### src/rtl/pipe_stage.sv
// Elastic pipeline stage: in-order buffer of DEPTH entries with valid/ready
// handshakes on both sides, plus a saturating downstream-stall counter.
module pipe_stage #(
  parameter int WIDTH = 32,
  parameter int DEPTH = 2,
  parameter int CNT_W = 16
) (
  input  logic             clk,
  input  logic             rst,
  input  logic             flush,
  input  logic             s_valid,
  output logic             s_ready,
  input  logic [WIDTH-1:0] s_data,
  output logic             m_valid,
  input  logic             m_ready,
  output logic [WIDTH-1:0] m_data,
  output logic [2:0]       count,
  output logic [CNT_W-1:0] stall_cnt
);

  localparam int                PTR_W    = (DEPTH > 1) ? $clog2(DEPTH) : 1;
  localparam logic [2:0]        DEPTH_C  = 3'(DEPTH);
  localparam logic [PTR_W-1:0]  LAST_PTR = PTR_W'(DEPTH - 1);

  logic [WIDTH-1:0] mem [DEPTH];
  logic [PTR_W-1:0] rd_ptr;
  logic [PTR_W-1:0] wr_ptr;
  logic             push;
  logic             pop;

  function automatic logic [CNT_W-1:0] sat_inc(input logic [CNT_W-1:0] v);
    return (v == '1) ? v : v + CNT_W'(1);
  endfunction

  // Explicit wrap so a non-power-of-two depth never indexes past the last entry.
  function automatic logic [PTR_W-1:0] next_ptr(input logic [PTR_W-1:0] p);
    return (p == LAST_PTR) ? '0 : p + PTR_W'(1);
  endfunction

  // Ready depends only on occupancy, so a full stage never accepts on the cycle it drains.
  assign s_ready = !rst && !flush && (count < DEPTH_C);
  assign m_valid = (count != 3'd0);
  assign m_data  = mem[rd_ptr];
  assign push    = s_valid && s_ready;
  assign pop     = m_valid && m_ready && !flush;

  always_ff @(posedge clk) begin
    if (rst) begin
      rd_ptr    <= '0;
      wr_ptr    <= '0;
      count     <= 3'd0;
      stall_cnt <= '0;
    end else begin
      if (m_valid && !m_ready) begin
        stall_cnt <= sat_inc(stall_cnt);
      end
      if (flush) begin
        rd_ptr <= '0;
        wr_ptr <= '0;
        count  <= 3'd0;
      end else begin
        if (push) begin
          wr_ptr <= next_ptr(wr_ptr);
        end
        if (pop) begin
          rd_ptr <= next_ptr(rd_ptr);
        end
        if (push && !pop) begin
          count <= count + 3'd1;
        end else if (pop && !push) begin
          count <= count - 3'd1;
        end
      end
    end
  end

  // Payload storage carries no reset; occupancy alone decides what is valid.
  always_ff @(posedge clk) begin
    if (push) begin
      mem[wr_ptr] <= s_data;
    end
  end

endmodule

### config.mk
export PLATFORM = sky130hd
export DESIGN_NAME = pipe_stage
export DESIGN_NICKNAME = d
export VERILOG_FILES = /design/src/rtl/pipe_stage.sv
export SDC_FILE = /design/constraint.sdc
export NUM_CORES = 1
export LEC_CHECK = 0
export BUFFER_PORTS_ARGS = -buffer_cell sky130_fd_sc_hd__buf_2
export CORE_UTILIZATION = 50
export DETAILED_ROUTE_END_ITERATION = 12
export PLACE_DENSITY = 0.72
export SLEW_MARGIN = 20
export SYNTH_ARGS = -nofsm -noshare
export SYNTH_HDL_FRONTEND = slang
export SYNTH_SLANG_ARGS = --single-unit
### constraint.sdc
create_clock -name clk -period 4 [get_ports clk]
set_clock_uncertainty 0.15 [all_clocks]
set_input_delay 0.8 -clock clk [delete_from_list [all_inputs] [get_ports clk]]
set_output_delay 0.8 -clock clk [all_outputs]
set_load 0.01 [all_outputs]
==> impl_metrics.py <==
metrics = {
    "finish": {
        "fillers": 497,
        "final_cell_mix": "buf_2, edfxtp_1, mux2_2, dfxtp_1, a21oi_1",
        "nets": 365,
        "antennaDiodeCount": 0,
        "area_growth_pct": 21.1,
        "final_common_cell": "buf_2",
        "drive_gt1_share_pct": 45.5,
    },
    "grt": {
        "grt_max_degree": 33,
        "grt-ovfl-total": 0,
        "track_usage_pct": 18.3,
        "first_global_vias": 2099,
        "antenna_found_initial": 0,
        "grt_pass1_wl_um": 10100,
    },
    "yosys": {
        "synthCells": 233,
        "synth_edf_count": 64,
        "ys_ff_latch": 86,
        "syn-num-nets": 273,
        "synthArstFlopShare_pct": 0,
        "yosys.cell_types.count": 35,
        "synthFlopType": "edfxtp_1",
        "seq_area_frac_synth_pct": 68.8,
        "yosysWarnings": 0,
        "avgSynthCellArea_um2": 14.7,
        "syn_area_um2": 3430,
    },
    "placement": {
        "buffer_ports.inserted": 89,
        "gp_congestion": 0.785,
        "dp_slack_ps": 856,
        "dp.final_hpwl_um": 4040,
    },
    "floorplan": {
        "row_count": 29,
        "initial_core_util_pct": 52.8,
        "die_area_um2": 7200,
        "die_height_um": 84.9,
        "fp.dieW_um": 84.9,
        "boundaryPins": 90,
        "core_area_um2": 6490,
    },
    "timing": {
        "post-route-period-util_pct": 69.8,
        "maxSlewViolCount": 0,
        "finalSetupTns_ps": 0,
        "setup_viol": 0,
        "max-slew-margin-rel_pct": 37.4,
        "rsz0062_at_grt": "false",
        "min_period_ps": 2790,
        "worst_slew_pin_slew_ps": 936,
        "hold_viol_final": 0,
        "setup_ws_ps": 1210,
        "fmax_ghz": 0.358,
    },
    "clocking": {
        "cts_buffers": 9,
        "clkTransAtPathRegs_ps": 80,
        "cts_hold_buf": 0,
        "insertion_delay_ps": 340,
        "cts.sinks": 86,
        "postCtsResizedCells": 0,
        "post_cts_buffers": 0,
        "cts_tree": "built",
        "cts_max_path_buffers": 2,
        "cts-root-buf": "clkbuf_8",
        "htreeDepth": 3,
    },
    "setup_path": {
        "crit_fanout": 20,
        "arrival_ps": 2910,
        "startpoint": "rst",
        "r2r-end": "count[2]",
        "r2r_slack_ps": 1460,
        "r2r_cells": 9,
        "reg2reg_from": "count[1]",
        "path_class": "primary input to flop",
        "end_kind": "flop",
        "crit_end": "count[2]",
        "cp_data_required_time_ps": 4120,
        "cp-start-kind": "primary input",
    },
    "worst_hold_path": {
        "hold_path.class": "flop to flop",
        "min_from": "stall_cnt[3]",
    },
    "route": {
        "dr.pass1.iters": 13,
        "met2_length_um": 2940,
        "dr.max_layer_used": "met4",
        "dr_wl_met3_um": 385,
        "wl_um": 6170,
        "wl_per_cell_um": 15.2,
        "dr.first_iter.drc_count": 116,
        "wirelength_met1_um": 2800,
        "routed_via_density": 5.40,
        "vias": 2197,
        "drcViolationCount": 8,
        "antenna_left": 0,
    },
    "power": {
        "peakVddDrop_uv": 237,
        "power.leakage_nw": 1.57,
        "p_per_area_nw_per_um2": 399,
    },
    "flow_run": {
        "maxCapViolations": 0,
    },
    "run_status": {
        "status": "finished, violations left",
        "violations": "DRC",
    },
}
==> stage by stage <==
stage / power, W / utilization, % / hold WS, ps / area [um^2] / instances
4_1_cts: 0.00168 / 64.0 / 367 / 4160 / 407
3_5_place_dp: 0.00109 / 61.0 / 348 / 3960 / 391
3_3_place_gp: 0.00108 / 61.0 / 339 / 3960 / 391
6_report: 0.00166 / 64.0 / 369 / 4160 / 407
2_1_floorplan: 0.00104 / - / 322 / 3430 / 233
5_1_grt: 0.00173 / 64.0 / 408 / 4160 / 407
==> worst min-delay path by stage <==
stage	endpoint	slack, ps	cells past startpoint
2_1_floorplan	flop	320	2
3_3_place_gp	rd_ptr	340	2
3_5_place_dp	flop	350	2
4_1_cts	stall_cnt[3]	370	2
5_1_grt	stall_cnt[14]	410	2
6_report	stall_cnt[3]	370	2
==> final cells by class <==
| type | instances | area [um^2] | area share, % |
|---|---|---|---|
| Multi-Input combinational cell | 130 | 1010 | 24.3 |
| Timing Repair Buffer | 92 | 468 | 11.3 |
| Tap cell | 77 | 96.3 | 2.32 |
| Clock buffer | 10 | 128 | 3.07 |
| Inverter | 6 | 22.5 | 0.542 |
| Clock inverter | 6 | 70.1 | 1.69 |
| Sequential cell | 86 | 2360 | 56.8 |
==> routing by layer <==
metal  up-vias  track usage [%]
met1      1048             25.9
li1       1083                -
met4         0             6.47
met5         -                0
met2        62             27.3
met3         4             5.45
==> where the power goes <==
part           total [W]  switching (W)  internal (W)
clock network   0.000594       0.000301      0.000293
registers       0.000977     0.00000503      0.000972
logic          0.0000894      0.0000481     0.0000413
==> logic make-up (layout without fill, tap and decap cells) <==
family                   count (synthesis)  after routing  synth area share, %
flip-flops                              86             86                 68.8
AND/OR/NAND/NOR                         59             59                 10.2
multiplexers                            35             35                 11.4
AO/OA/AOI/OAI                           29             29                 5.25
buffers and inverters                   17            114                 1.93
XOR/XNOR                                 4              4                 1.02
adder cells (fa/ha/maj)                  3              3                 1.31
==> sequential cells by signal, summed over array words and instances, names as in the netlist, named ones only <==
name,flops
mem,64
stall_cnt,16
count,3
rd_ptr,1
wr_ptr,1
==> cells in the mapped netlist (2+ instances only) <==
master    instances  area (um^2)
a21oi_1          13         65.1
xor2_1            4         35.0
o31ai_1           6         45.0
nor2_1           10         37.5
and3_1            2         12.5
dfxtp_1          22          440
inv_1             6         22.5
buf_2             2         10.0
nand2_1           8         30.0
nor3_1            4         20.0
nand3_1           4         20.0
mux2_2           34          383
or4_1            10         75.1
nor2b_1           2         12.5
o21ai_0           5         25.0
or2_2             3         18.8
or3_2             2         15.0
ha_1              2         25.0
or3_1             3         18.8
nand4_1           4         25.0
o41ai_1           3         26.3
buf_1             3         11.3
edfxtp_1         64         1920
clkbuf_1          6         22.5
==> worst max-delay path, cell delays in order <==
cell and delay [ps]:
buf_2 210, nor4_1 320, nand2_1 210, inv_1 90, ha_1 180, inv_1 60, fa_1 380, xor2_1 160
or3_1 320, a21oi_1 160
Power figures use the tool's default switching activity.
